### src/rtl/noise_scaler_pkg.sv
// Shared constants for the noise scaler: default LFSR polynomial/seed and mode encoding.
package noise_scaler_pkg;

    localparam logic [15:0] TAPS_DEFAULT = 16'hB400;
    localparam logic [15:0] SEED_DEFAULT = 16'h2E92;

    localparam logic MODE_BYPASS = 1'b0;
    localparam logic MODE_SCALE  = 1'b1;

endpackage

### src/rtl/noise_scaler_if.sv
// Sample stream bundle: input handshake into the scaler and output handshake out of it.
interface noise_scaler_if #(
    parameter int DATA_W = 20
);
    logic              in_valid;
    logic              in_ready;
    logic [DATA_W-1:0] in_data;
    logic              out_valid;
    logic              out_ready;
    logic [DATA_W-1:0] out_data;

    modport master (
        output in_valid, in_data, out_ready,
        input  in_ready, out_valid, out_data
    );

    modport slave (
        input  in_valid, in_data, out_ready,
        output in_ready, out_valid, out_data
    );
endinterface

### src/rtl/noise_lfsr.sv
// Galois LFSR supplying epsilon; steps once per enable, mixes in data parity, never sticks at zero.
module noise_lfsr
    import noise_scaler_pkg::*;
#(
    parameter int                LFSR_W = 16,
    parameter logic [LFSR_W-1:0] TAPS   = TAPS_DEFAULT,
    parameter logic [LFSR_W-1:0] SEED   = SEED_DEFAULT
) (
    input  logic              clk,
    input  logic              reset_n,
    input  logic              step_en,
    input  logic              load_en,
    input  logic [LFSR_W-1:0] load_val,
    input  logic              mix_bit,
    output logic [LFSR_W-1:0] state
);

    logic [LFSR_W-1:0] state_q;
    logic [LFSR_W-1:0] state_d;
    logic [LFSR_W-1:0] step_val;

    always_comb begin
        step_val = (state_q >> 1) ^ (state_q[0] ? TAPS : '0);
        step_val[LFSR_W-1] = step_val[LFSR_W-1] ^ mix_bit;
        state_d = state_q;
        // A load wins over a step; a zero value from either source falls back to SEED.
        if (load_en) begin
            state_d = (load_val == '0) ? SEED : load_val;
        end else if (step_en) begin
            state_d = (step_val == '0) ? SEED : step_val;
        end
    end

    always_ff @(posedge clk or negedge reset_n) begin
        if (!reset_n) begin
            state_q <= SEED;
        end else begin
            state_q <= state_d;
        end
    end

    assign state = state_q;

endmodule

### src/rtl/noise_scaler.sv
// Two-stage sample scaler: S1 multiplies by the LFSR epsilon, S2 shifts and saturates (or bypasses).
module noise_scaler
    import noise_scaler_pkg::*;
#(
    parameter int                DATA_W    = 20,
    parameter int                LFSR_W    = 16,
    parameter int                FRAC_BITS = 15,
    parameter logic [LFSR_W-1:0] TAPS      = TAPS_DEFAULT,
    parameter logic [LFSR_W-1:0] SEED      = SEED_DEFAULT
) (
    input  logic              clk,
    input  logic              reset_n,
    input  logic              mode,
    input  logic              seed_load,
    input  logic [LFSR_W-1:0] seed_val,
    noise_scaler_if.slave     bus,
    output logic [LFSR_W-1:0] lfsr_state
);

    localparam int PROD_W = DATA_W + LFSR_W + 1;

    localparam logic signed [PROD_W-1:0] SAT_MAX =
        {{(PROD_W-DATA_W+1){1'b0}}, {(DATA_W-1){1'b1}}};
    localparam logic signed [PROD_W-1:0] SAT_MIN =
        {{(PROD_W-DATA_W+1){1'b1}}, {(DATA_W-1){1'b0}}};

    logic                     advance;
    logic                     accept;
    logic [LFSR_W-1:0]        epsilon;
    logic [PROD_W-1:0]        a_ext;
    logic [PROD_W-1:0]        b_ext;
    logic signed [PROD_W-1:0] shifted;
    logic [DATA_W-1:0]        sat_val;

    logic                     s1_valid_q, s1_valid_d;
    logic                     s1_mode_q,  s1_mode_d;
    logic signed [PROD_W-1:0] s1_prod_q,  s1_prod_d;
    logic [DATA_W-1:0]        s1_data_q,  s1_data_d;
    logic                     out_valid_q, out_valid_d;
    logic [DATA_W-1:0]        out_data_q,  out_data_d;

    noise_lfsr #(
        .LFSR_W (LFSR_W),
        .TAPS   (TAPS),
        .SEED   (SEED)
    ) u_lfsr (
        .clk      (clk),
        .reset_n  (reset_n),
        .step_en  (accept),
        .load_en  (seed_load),
        .load_val (seed_val),
        .mix_bit  (^bus.in_data),
        .state    (epsilon)
    );

    always_comb begin
        shifted = s1_prod_q >>> FRAC_BITS;
        if (shifted > SAT_MAX) begin
            sat_val = SAT_MAX[DATA_W-1:0];
        end else if (shifted < SAT_MIN) begin
            sat_val = SAT_MIN[DATA_W-1:0];
        end else begin
            sat_val = shifted[DATA_W-1:0];
        end
    end

    always_comb begin
        advance     = !out_valid_q || bus.out_ready;
        accept      = advance && bus.in_valid;
        // Signed sample times zero-extended epsilon; operands pre-extended so the product is exact.
        a_ext       = {{(PROD_W-DATA_W){bus.in_data[DATA_W-1]}}, bus.in_data};
        b_ext       = {{(PROD_W-LFSR_W){1'b0}}, epsilon};
        s1_valid_d  = s1_valid_q;
        s1_mode_d   = s1_mode_q;
        s1_prod_d   = s1_prod_q;
        s1_data_d   = s1_data_q;
        out_valid_d = out_valid_q;
        out_data_d  = out_data_q;
        if (advance) begin
            s1_valid_d  = bus.in_valid;
            out_valid_d = s1_valid_q;
            if (bus.in_valid) begin
                s1_mode_d = mode;
                s1_prod_d = a_ext * b_ext;
                s1_data_d = bus.in_data;
            end
            if (s1_valid_q) begin
                out_data_d = (s1_mode_q == MODE_SCALE) ? sat_val : s1_data_q;
            end
        end
    end

    always_ff @(posedge clk or negedge reset_n) begin
        if (!reset_n) begin
            s1_valid_q  <= 1'b0;
            s1_mode_q   <= MODE_BYPASS;
            s1_prod_q   <= '0;
            s1_data_q   <= '0;
            out_valid_q <= 1'b0;
            out_data_q  <= '0;
        end else begin
            s1_valid_q  <= s1_valid_d;
            s1_mode_q   <= s1_mode_d;
            s1_prod_q   <= s1_prod_d;
            s1_data_q   <= s1_data_d;
            out_valid_q <= out_valid_d;
            out_data_q  <= out_data_d;
        end
    end

    assign bus.in_ready  = advance;
    assign bus.out_valid = out_valid_q;
    assign bus.out_data  = out_data_q;
    assign lfsr_state    = epsilon;

endmodule

### src/flat_wrapper.sv
// flat-port wrapper written by rule: the top's interface ports become plain ports
module noise_scaler_flat import noise_scaler_pkg::*;
#(
    parameter int                DATA_W    = 20,
    parameter int                LFSR_W    = 16,
    parameter int                FRAC_BITS = 15,
    parameter logic [LFSR_W-1:0] TAPS      = TAPS_DEFAULT,
    parameter logic [LFSR_W-1:0] SEED      = SEED_DEFAULT
)
  (clk, reset_n, mode, seed_load, seed_val, lfsr_state, bus_in_valid, bus_in_data, bus_out_ready, bus_in_ready, bus_out_valid, bus_out_data);
  noise_scaler_if #(.DATA_W(DATA_W)) bus_i ();
  input  logic clk;
  input  logic reset_n;
  input  logic mode;
  input  logic seed_load;
  input  logic [LFSR_W-1:0] seed_val;
  output logic [LFSR_W-1:0] lfsr_state;
  input wire logic [$bits(bus_i.in_valid)-1:0] bus_in_valid;
  input wire logic [$bits(bus_i.in_data)-1:0] bus_in_data;
  input wire logic [$bits(bus_i.out_ready)-1:0] bus_out_ready;
  output wire logic [$bits(bus_i.in_ready)-1:0] bus_in_ready;
  output wire logic [$bits(bus_i.out_valid)-1:0] bus_out_valid;
  output wire logic [$bits(bus_i.out_data)-1:0] bus_out_data;
  assign bus_i.in_valid = bus_in_valid;
  assign bus_i.in_data = bus_in_data;
  assign bus_i.out_ready = bus_out_ready;
  assign bus_in_ready = bus_i.in_ready;
  assign bus_out_valid = bus_i.out_valid;
  assign bus_out_data = bus_i.out_data;
  noise_scaler #(.DATA_W(DATA_W), .LFSR_W(LFSR_W), .FRAC_BITS(FRAC_BITS), .TAPS(TAPS), .SEED(SEED)) u_core (.clk(clk), .reset_n(reset_n), .mode(mode), .seed_load(seed_load), .seed_val(seed_val), .bus(bus_i), .lfsr_state(lfsr_state));
endmodule
### config.mk
export PLATFORM = sky130hd
export DESIGN_NAME = noise_scaler_flat
export DESIGN_NICKNAME = d
export VERILOG_FILES = /design/src/rtl/noise_scaler_pkg.sv /design/src/rtl/noise_scaler_if.sv /design/src/rtl/noise_lfsr.sv /design/src/rtl/noise_scaler.sv /design/src/flat_wrapper.sv
export SDC_FILE = /design/constraint.sdc
export NUM_CORES = 1
export LEC_CHECK = 0
export CAP_MARGIN = 20
export CELL_PAD_IN_SITES_DETAIL_PLACEMENT = 0
export CELL_PAD_IN_SITES_GLOBAL_PLACEMENT = 1
export CORE_MARGIN = 3
export CORE_UTILIZATION = 49
export CTS_CLUSTER_DIAMETER = 150
export DETAILED_ROUTE_END_ITERATION = 8
export PLACE_DENSITY_LB_ADDON = 0.1
export SLEW_MARGIN = 20
export SYNTH_ARGS = -nofsm -noshare
export SYNTH_HDL_FRONTEND = slang
export SYNTH_HIERARCHICAL = 1
export SYNTH_SLANG_ARGS = --single-unit
export TNS_END_PERCENT = 10
### constraint.sdc
create_clock -name clk -period 8.2 [get_ports clk]
set_input_delay 1.23 -clock clk [delete_from_list [all_inputs] [get_ports clk]]
set_output_delay 1.23 -clock clk [all_outputs]
set_load 0.01 [all_outputs]
Word-level counts from Yosys, hierarchy flattened
Cells that the tools add are included.
Cells by class
  multipliers: 1
  $lt $le $gt $ge: 2
  mux-type cells: 8
  bitwise logic cells: 2
  reductions and logical operators: 9
Operators with widths (number)
  16-bit two-way mux: 5
  20-bit two-way mux: 3
  20-bit by 17-bit multiplier with 37-bit output: 1
  16-bit zero test: 2
  22-bit by 20-bit > comparator with 1-bit output (second input constant): 1
  22-bit by 20-bit less-than comparator with 1-bit output (second input constant): 1
  20-bit XOR reduction: 1
  15-bit by 16-bit bitwise XOR with 16-bit output: 1
  2-bit AND reduction: 2
  2-bit nonzero test: 1
  1-bit logical AND: 1
  1-bit zero test: 1
  1-bit logical OR: 1
  1-bit bitwise XOR: 1
Storage, ports and cells
  register bits after elaboration: 96
  input port bits: 42
  output and inout bits: 38
  word-level logic and storage cells: 29

Longest topological paths before layout
Gate-level depths: netlist of the first run.
  word-level depth: 7
  gate-level depth with buffers: 24
  depth with buffers taken out: 22

By module
Netlist of the first run, hierarchy kept.
By module, submodules not included
  noise_scaler: times used 1, cells an instance 1611, area an instance 14570.2 µm², seq. area each 1626.6 µm²
  noise_lfsr: times used 1, cells an instance 93, area an instance 932.1 µm², seq. area each 409.1 µm²

Worst setup path after synthesis of the first run
Ideal clock, no wire load.
  path type: input to register
  from: in bus_in_data[19]
  to: reg u_core.s1_prod_q[36]
  setup time: 0.070 ns
  data arrival time: 7.033 ns
  data required time: 8.130 ns
  path slack: 1.097 ns
  stages on the path: 20
  path buffers: 2
  cell sequence: clkbuf_1 clkbuf_1 nand2_1 fa_1 fa_1 inv_1 fa_1 fa_1 fa_1 inv_1 fa_1 inv_1 ha_1 a21o_1 a221o_1 a21oi_2 a2bb2oi_4 nand3_2 a2111oi_2 nand3b_1
Between the ends
  cells in the longest elaborated chain, start to end: 1
Ends and longest elaborated chain
  start, declared: line flat_wrapper.sv:19  | input wire logic [$bits(bus_i.in_data)-1:0] bus_in_data;
  20-bit by 17-bit multiplier with 37-bit output: line noise_scaler.sv:84  | s1_prod_d = a_ext * b_ext;
  end signal, assigned: line noise_scaler.sv:104  | s1_prod_q <= s1_prod_d;
  end, declared: line noise_scaler.sv:37  | logic signed [PROD_W-1:0] s1_prod_q, s1_prod_d;
No other way between the ends.
A chain may end at the register's enable or synchronous reset.

Worst setup path after layout of the first run
Same ends and word-level chain as after synthesis.

==> results of run 1 <==
==> state kept, by name (all words and copies together) (netlist names) <==
signal / count
u_core/bus.out_data: 20
u_core/s1_valid_q: 1
u_core/s1_mode_q: 1
u_core/s1_data_q: 20
u_core/s1_prod_q: 22
u_core/bus.out_valid: 1
u_core/u_lfsr/state: 16
==> worst max path at each step <==
stage | startpoint | to | slack [ps] | depth (start not counted)
5_1_grt | bus_in_data[19] | u_core/s1_prod_q[36] | 400 | 20
3_3_place_gp | bus_in_data[11] | u_core/s1_prod_q[36] | 520 | 21
4_1_cts | bus_in_data[19] | u_core/s1_prod_q[36] | 710 | 20
6_report | bus_in_data[19] | u_core/s1_prod_q[36] | 710 | 20
2_1_floorplan | bus_in_data[19] | u_core/s1_prod_q[36] | 1100 | 20
3_5_place_dp | bus_in_data[19] | u_core/s1_prod_q[36] | 370 | 20
==> per-layer routing <==
metal / part of all wire, % / global-route usage, %
met4: 3.9 / 8.68
met1: 40 / 32.9
met2: 53 / 46.8
met5: 0 / 0
met3: 3.7 / 2.79
==> cells by family after synthesis <==
| logic type | after synthesis |
|---|---|
| mux | 35 |
| xor+xnor | 42 |
| buf+inv | 495 |
| compound gates | 154 |
| simple gates | 487 |
| fa+ha+maj | 410 |
| flops | 81 |
==> stage by stage <==
stage | area, µm² | utilization, % | setup WS [ps] | std cells
after floorplan | 15500 | - | 1100 | 1704
after global placement | 16800 | 54.4 | 523 | 2133
after detailed placement | 16800 | 54.4 | 371 | 2133
after CTS | 17100 | 55.3 | 713 | 2149
after global routing | 17100 | 55.3 | 404 | 2149
final | 17100 | 55.3 | 709 | 2149
==> worst reg2reg max path: stages (launching register included) <==
cell,delay [ps]
dfrtp_1,880
nand2_1,240
fa_1,690
fa_1,490
inv_1,370
fa_1,520
fa_1,510
fa_1,490
inv_1,50
fa_1,470
inv_1,40
ha_1,330
a21o_1,180
a221o_1,370
a21oi_2,210
a2bb2oi_4,210
nand3_2,130
a2111oi_2,330
nand3b_1,160
==> synth_stat cells (all sizes together), types with 4 or more instances <==
| library cell | n |
|---|---|
| a211oi | 9 |
| and2 | 123 |
| nor3b | 4 |
| buf | 8 |
| nand2 | 278 |
| nor3 | 10 |
| dfstp | 7 |
| o21a | 4 |
| a21o | 9 |
| fa | 319 |
| xor2 | 5 |
| nand3 | 8 |
| ha | 91 |
| nor4 | 6 |
| o21ai | 60 |
| nand4 | 5 |
| xnor2 | 37 |
| inv | 400 |
| nor2 | 32 |
| mux2i | 12 |
| mux2 | 23 |
| and3 | 7 |
| o31ai | 5 |
| clkbuf | 87 |
| o22ai | 19 |
| dfrtp | 74 |
| a21oi | 27 |
==> cells in the final DEF, fill, tap and decap left out, drive strengths merged, types with 3 or more instances in the layout <==
master         instances
clkbuf                10
fa                   319
a21o                   9
clkdlybuf4s50         77
a211oi                 9
a211o                  3
o22ai                 19
nor2                  32
o211ai                 3
dfstp                  7
ha                    91
mux2                  23
and4                   3
o31ai                  5
mux2i                 12
clkinvlp               3
xnor2                 37
nor3b                  4
dfrtp                 74
and2                 123
a21oi                 27
nor3                  10
inv                  403
nand3                  8
nand2b                 3
nor4                   6
nand2                278
o21ai                 60
buf                   51
xor2                   5
nand4                  5
and3                   7
o21a                   4
==> area by class of cell <==
class                      instances  area [µm²]
timing repair buffer             128        1190
clock inverter                     6        48.8
multi-input combinational       1128       11600
inverter                         400        1500
clock buffer                      10         239
sequential                        81        2040
tap                              396         495
fill                            2906       13800
==> impl_metrics.toml, run 1 <==
[route]
ant_nets = 0
routed_wl_um = 41800
dr.pass1.iters = 7
drc_errors = 0
num_vias = 11300
routed_via_density = 5.25
drt_iter0_markers = 569
wl_per_cell_um = 19.5

[place]
gp_congestion = 0.876
hpwlAfterDp_um = 32900
port_buffers = 79

[global_route]
grt_overflow = 0
grt_usage_pct = 26.0
grt_max_degree = 82
grt_pass1_vias = 12200
grt_antenna_before_repair = 0
grt_pass1_wl_um = 67400

[worst_setup_path]
startpoint_type = "input port"
reg2regPathDepth = 18
path_cells = "clkdlybuf4s50_1 -> buf_4 -> nand2_1 -> fa_1 -> fa_1 -> inv_1 -> fa_1 -> fa_1 -> fa_1 -> inv_1 -> fa_1 -> inv_1 -> ha_1 -> a21o_1 -> a221o_1 -> a21oi_2 -> a2bb2oi_4 -> nand3_2 -> a2111oi_2 -> nand3b_1"
cpPeakStageDelay_ps = 690
regToRegEndpoint = "u_core/s1_prod_q[36]"
worstPathRequired_ps = 8480
r2r-start = "u_core/u_lfsr/state[3]"
arrival_ps = 7770
path_max_fanout = 14
cpMostUsedCell = "fa_1"
critPathKind = "input port to flop"
crit_buf_inv = 5
crit_path_end_kind = "flop"
ff2ff_setup_slack_ps = 1460
critPathSlowestCell = "fa_1"
path_delay_family = "adder cells"

[timing]
fin_crit_ps = 7490
drv_slew = 0
worst_slew_pin_slew_ps = 952
maxClockFrequency_mhz = 133
finalSetupTns_ps = 0
hold_viol = 0
setup_viol = 0
holdWs_ps = 469
slew_headroom_pct = 36.4
rsz0062_at_grt = "no"
fin_worst_skew_ps = 11.4
finalCritPeriodShare_pct = 91.4

[logic_synthesis]
yosys.area.top_type_share_pct = 41.2
synth_edf_count = 0
synth_compound_area_share_pct = 6.73
syn-num-nets = 2156
avgSynthCellArea_um2 = 9.10
synthAdderAreaFrac_pct = 48.5
synth.distinct_cells = 61
synthMuxAreaShare_pct = 2.45
synth_top_family_by_area = "adder cells"
netlist_area_um2 = 15500
ys_ff_latch = 81
yosysSeqAreaShare_pct = 13.1
netlist_instances = 1704
synthSimpleGateAreaFrac_pct = 14.7
ys.warnings.count = 6
synth_xor_xnor_area_share_pct = 2.37
async_reset_ff_share_pct = 100
netlist_top_cells_area = "fa_1 41%, dfrtp_1 12%, inv_1 9.7%"
yosysTopAreaCell = "fa_1"
ys.flop_type = "dfrtp_1"

[cts]
clk_latency_ps = 340
numCtsBuffers = 9
clockRootBuffer = "clkbuf_16"
cts.repair.resized = 0
cts_setup_buffers = 0
cts_tree = "built"
cts_num_sinks = 81
hold_buffers = 0
cts_max_level = 3
clockBufferDepth = 2
clk_pin_slew_ps = 70

[min_path]
hold_depth = 2
hold_start = "u_core/s1_valid_q"
min_to = "u_core/bus.out_valid"
hp-class = "flop to flop"

[die]
io_pins = 80
die_x_um = 184
fp.dieH_um = 184
num_rows = 64
core_area_um2 = 30900
dieArea_um2 = 33800
initial_core_util_pct = 50.2

[flow_run]
drv_cap = 0

[final_layout]
num_antenna_cells = 0
drive_gt1_share_pct = 6.50
nets = 2200
syn_to_final_growth_pct = 10.3

[status]
outcome = "finished clean"
Power of run 1 is not shown: default switching activity piles up to over one toggle a cycle in this logic, so the estimate is an artifact.
==> run 2: changes to the inputs <==
Settings changed: CORE_UTILIZATION 49 to 44.
Clock period 8.2 ns to 6.7 ns, I/O delays scaled along.
==> run 2 against run 1 <==
Count of clock-buffer cells in the layout decreased by 1. Register-to-register slack worse by 1200 ps. Hold slack improved by 5.5 ps. Die area increased by 11%. Global-route usage fell by 2.5 points. Sequential share of layout area decreased by 1.0 points. Design area rose by 9.3%. Core utilization is 1.3 points lower. Via count rose by 4.5%. Critical path depth rose by 5. Sequential cell count unchanged. Wire length rose by 3.7%. Critical endpoint is now u_core/s1_prod_q[25].
==> impl_metrics.toml, run 2 (synthesis results as in run 1) <==
[status]
outcome = "finished clean"

[final_layout]
nets = 2318
final_common_cell = "inv_1"
num_antenna_cells = 0
fin_util_pct = 54.0
largest_register_ffs = 22
multi_input_area_um2 = 11900
most-common-layout-cells = "396 x inv_1, 310 x fa_1, 278 x nand2_1, 135 x buf_4, 122 x and2_1"
register_area_um2 = 2040
syn_to_final_growth_pct = 20.6
drive_gt1_share_pct = 14.8
fill_cells = 3241
top_register = "u_core/s1_prod_q"

[worst_setup_path]
arrival_ps = 6690
crit_buf_inv = 9
path_delay_family = "adder cells"
critPathSlowestCell = "fa_1"
cpPeakStageDelay_ps = 540
cpMostUsedCell = "fa_1"
startpoint_type = "input port"
critPathKind = "input port to flop"
path_max_fanout = 6
worstPathRequired_ps = 6900
crit_path_end_kind = "flop"

[timing]
rsz0062_at_grt = "no"
drv_slew = 0
fin_worst_skew_ps = 9.69
worst_slew_pin_slew_ps = 947
maxClockFrequency_mhz = 154
slew_headroom_pct = 36.7
setup_viol = 0
hold_viol = 0
finalCritPeriodShare_pct = 96.9
fin_crit_ps = 6490

[die]
die_x_um = 194
fp.dieH_um = 194
dieArea_um2 = 37500
initial_core_util_pct = 44.8
core_area_um2 = 34600
num_rows = 68
io_pins = 80

[cts]
numCtsBuffers = 9
cts_num_sinks = 81
cts_max_level = 3
clk_latency_ps = 340
clockRootBuffer = "clkbuf_16"
hold_buffers = 0
cts_tree = "built"
clk_pin_slew_ps = 70
clockBufferDepth = 2

[route]
num_vias = 11800
drt_iter0_markers = 517
drc_errors = 0
dr.pass1.iters = 6
routed_via_density = 5.06
routed_wl_um = 43400
wl_per_cell_um = 18.7
ant_nets = 0

[global_route]
grt_antenna_before_repair = 0
grt_overflow = 0
grt_pass1_wl_um = 70300
grt_max_degree = 82
grt_usage_pct = 23.5
grt_pass1_vias = 13000

[place]
hpwlAfterDp_um = 35500
port_buffers = 79
gp_congestion = 0.913

[min_path]
hp-class = "flop to flop"

[flow_run]
drv_cap = 0
==> run 2: cell count changes in the layout (fill, tap and decap cells not counted), moves of 6 or more <==
cell	change
buf_4	+89
buf_12	+18
clkdlybuf4s50_1	-16
dlymetal6s2s_1	+13
ha_1	-10
fa_1	-9
fa_2	+9
ha_4	+9
buf_6	+8
a21oi_1	-6
a21oi_2	+6
==> run 2: final cells by class <==
cell class,count,share of cell area [%]
Clock inverter,7,0.542
Timing Repair Buffer,246,12.8
Inverter,400,8.03
Tap cell,455,3.04
Multi-Input combinational cell,1128,63.5
Clock buffer,9,1.20
Sequential cell,81,10.9
==> run 2: routing by layer <==
layer	track usage, %	part of all wire (%)	up-vias
met4	4.34	2.0	0
met5	0	0	-
met1	30.7	42	6152
met2	43.5	53	193
met3	1.82	2.5	47
li1	-	-	5388
==> run 2: worst min-delay path, stage by stage (launching register included) <==
cell     delay, ps
dfrtp_1        350
inv_1           50
nand2_1         50
==> run 2: stage by stage <==
stage | std cells | setup TNS, ps | hold WS (ps) | setup slack (ps) | area [µm²]
after floorplan | 1704 | 0 | 436 | 15.0 | 15500
after global placement | 2301 | -6000 | 457 | -559 | 17900
after detailed placement | 2301 | -6620 | 471 | -519 | 17900
after CTS | 2318 | -4.88 | 481 | -4.88 | 18300
after global routing | 2326 | 0 | 506 | 2.55 | 18700
final | 2326 | 0 | 474 | 210 | 18700
==> run 2: what timing repair did <==
action,4_1_cts,5_1_grt
pin swaps,9,55
endpoints found under the setup margin,11,15
gates cloned,0,2
gates resized for setup,14,67
buffers inserted,1,6
==> run 2: final timing paths <==
kind	start	to	slack, ps	cells after the start
max	bus_in_data[7]	u_core/s1_prod_q[25]	210	25
min	u_core/s1_valid_q	u_core/bus.out_valid	470	2
max reg2reg	u_core/u_lfsr/state[3]	u_core/s1_prod_q[36]	270	19
min reg2reg	u_core/s1_valid_q	u_core/bus.out_valid	470	2
max in group asynchronous	reset_n	u_core/u_lfsr/state[2]	5410	1
min in group asynchronous	reset_n	u_core/bus.out_data[16]	700	1
Power of run 2 is left out for the same reason.
==> run 3: changes to the inputs <==
Settings changed: TNS_END_PERCENT 10 to 100.
==> run 3 against run 2 <==
Worst setup slack lost 11 ps. Register-to-register slack is essentially flat. Sequential share of layout area is essentially flat. Clock skew shrank 0.83 ps. Hold slack lost 0.61 ps. Core utilization grew 0.051 points. Via count shrank 0.24%.
==> impl_metrics.toml, run 3 (synthesis results as in run 1) <==
[timing]
layout_setup_ws_ps = 199
drv_slew = 0
rsz0062_at_grt = "no"
worst_slew_pin_slew_ps = 942
hold_viol = 0
setup_viol = 0
fin_worst_skew_ps = 8.86
maxClockFrequency_mhz = 154
fin_crit_ps = 6500
finalCritPeriodShare_pct = 97.0
slew_headroom_pct = 37.1
holdWs_ps = 474

[route]
routed_via_density = 5.05
drc_errors = 0
routed_wl_um = 43400
wl_per_cell_um = 18.7
ant_nets = 0
dr.pass1.iters = 5
num_vias = 11800
drt_iter0_markers = 518

[cts]
cts_max_level = 3
clk_pin_slew_ps = 70
cts_tree = "built"
clockBufferDepth = 2
cts_num_sinks = 81
numCtsBuffers = 9
clockRootBuffer = "clkbuf_16"
clk_latency_ps = 340
hold_buffers = 0

[place]
gp_congestion = 0.913
post-place-cells = 2301
post_dp_cell_area_um2 = 17900
dp_slack_ps = -519
port_buffers = 79
hpwlAfterDp_um = 35500

[worst_setup_path]
crit_buf_inv = 9
arrival_ps = 6700
path_max_fanout = 6
crit_path_end_kind = "flop"
path_delay_family = "adder cells"
cpMostUsedCell = "fa_1"
critPathSlowestCell = "fa_1"
critPathKind = "input port to flop"
cpPeakStageDelay_ps = 540
worstPathRequired_ps = 6900
startpoint_type = "input port"

[flow_run]
drv_cap = 0

[global_route]
grt_max_degree = 82
grt_antenna_before_repair = 0
grt_overflow = 0
grt_pass1_vias = 13000
grt_usage_pct = 23.6
grt_pass1_wl_um = 70400

[final_layout]
top_register = "u_core/s1_prod_q"
largest_register_ffs = 22
drive_gt1_share_pct = 14.8
nets = 2320
final_common_cell = "inv_1"
num_antenna_cells = 0
layout.cells.non_filler = 2328
final_area_um2 = 18700
most-common-layout-cells = "396 x inv_1, 311 x fa_1, 278 x nand2_1, 136 x buf_4, 122 x and2_1"
syn_to_final_growth_pct = 20.7

[die]
initial_core_util_pct = 44.8
core_area_um2 = 34600
num_rows = 68
fp.dieH_um = 194
die_x_um = 194
io_pins = 80
dieArea_um2 = 37500

[status]
outcome = "finished clean"

[min_path]
hp-class = "flop to flop"
run 3: cell count changes in the layout (fill, tap and decap cells not counted):
| cell | before | now |
|---|---|---|
| ha_4 | 9 | 8 |
| clkbuf_16 | 11 | 12 |
| fa_2 | 9 | 8 |
| ha_1 | 81 | 82 |
| fa_1 | 310 | 311 |
| buf_4 | 135 | 136 |
run 3: path summary, 6_finish.rpt:
kind	from	endpoint	slack, ps	cells past startpoint
min in group asynchronous	reset_n	u_core/bus.out_data[16]	700	1
max	bus_in_data[7]	u_core/s1_prod_q[25]	200	25
min	u_core/s1_valid_q	u_core/bus.out_valid	470	2
max in group asynchronous	reset_n	u_core/u_lfsr/state[2]	5410	1
max reg2reg	u_core/u_lfsr/state[3]	u_core/s1_prod_q[36]	280	19
min reg2reg	u_core/s1_valid_q	u_core/bus.out_valid	470	2
run 3: timing repair:
item                                    CTS  global route
gates resized for setup                  17            61
endpoints found under the setup margin   11            15
cloned                                    0             3
pin swaps                                13            50
buffers inserted                          2             6
run 3: layout make-up:
type	instances	area, µm²
clock inverters	7	101
repair buffers	248	2430
well taps	455	569
multi-input cells	1128	11900
clock buffers	9	225
flip-flops and latches	81	2040
inverters	400	1500
fillers	3237	15900
run 3: layer usage:
metal / GRT usage (%) / routed length (µm)
met1: 30.8 / 18400
met2: 43.5 / 23100
met3: 1.82 / 986
met4: 4.34 / 862
met5: 0 / 0
run 3: through the flow:
step	setup TNS, ps	util [%]
2_1_floorplan	0	-
3_3_place_gp	-6000	51.8
3_5_place_dp	-6620	51.8
4_1_cts	0	53.0
5_1_grt	0	54.0
6_report	0	54.0
run 3: worst reg2reg max path, stage by stage, from the launching register on:
cell and delay (ps):
dfrtp_1 800, nand2_1 220, fa_1 560, buf_4 180
fa_1 550, inv_2 80, fa_1 490, fa_1 520
fa_1 500, inv_1 50, fa_1 470, inv_1 40
ha_1 300, a21o_1 160, a221o_1 360, a21oi_2 220
a2bb2oi_4 260, nand3_4 130, a2111oi_4 340, nand3b_1 140
Power of run 3 is left out for the same reason.
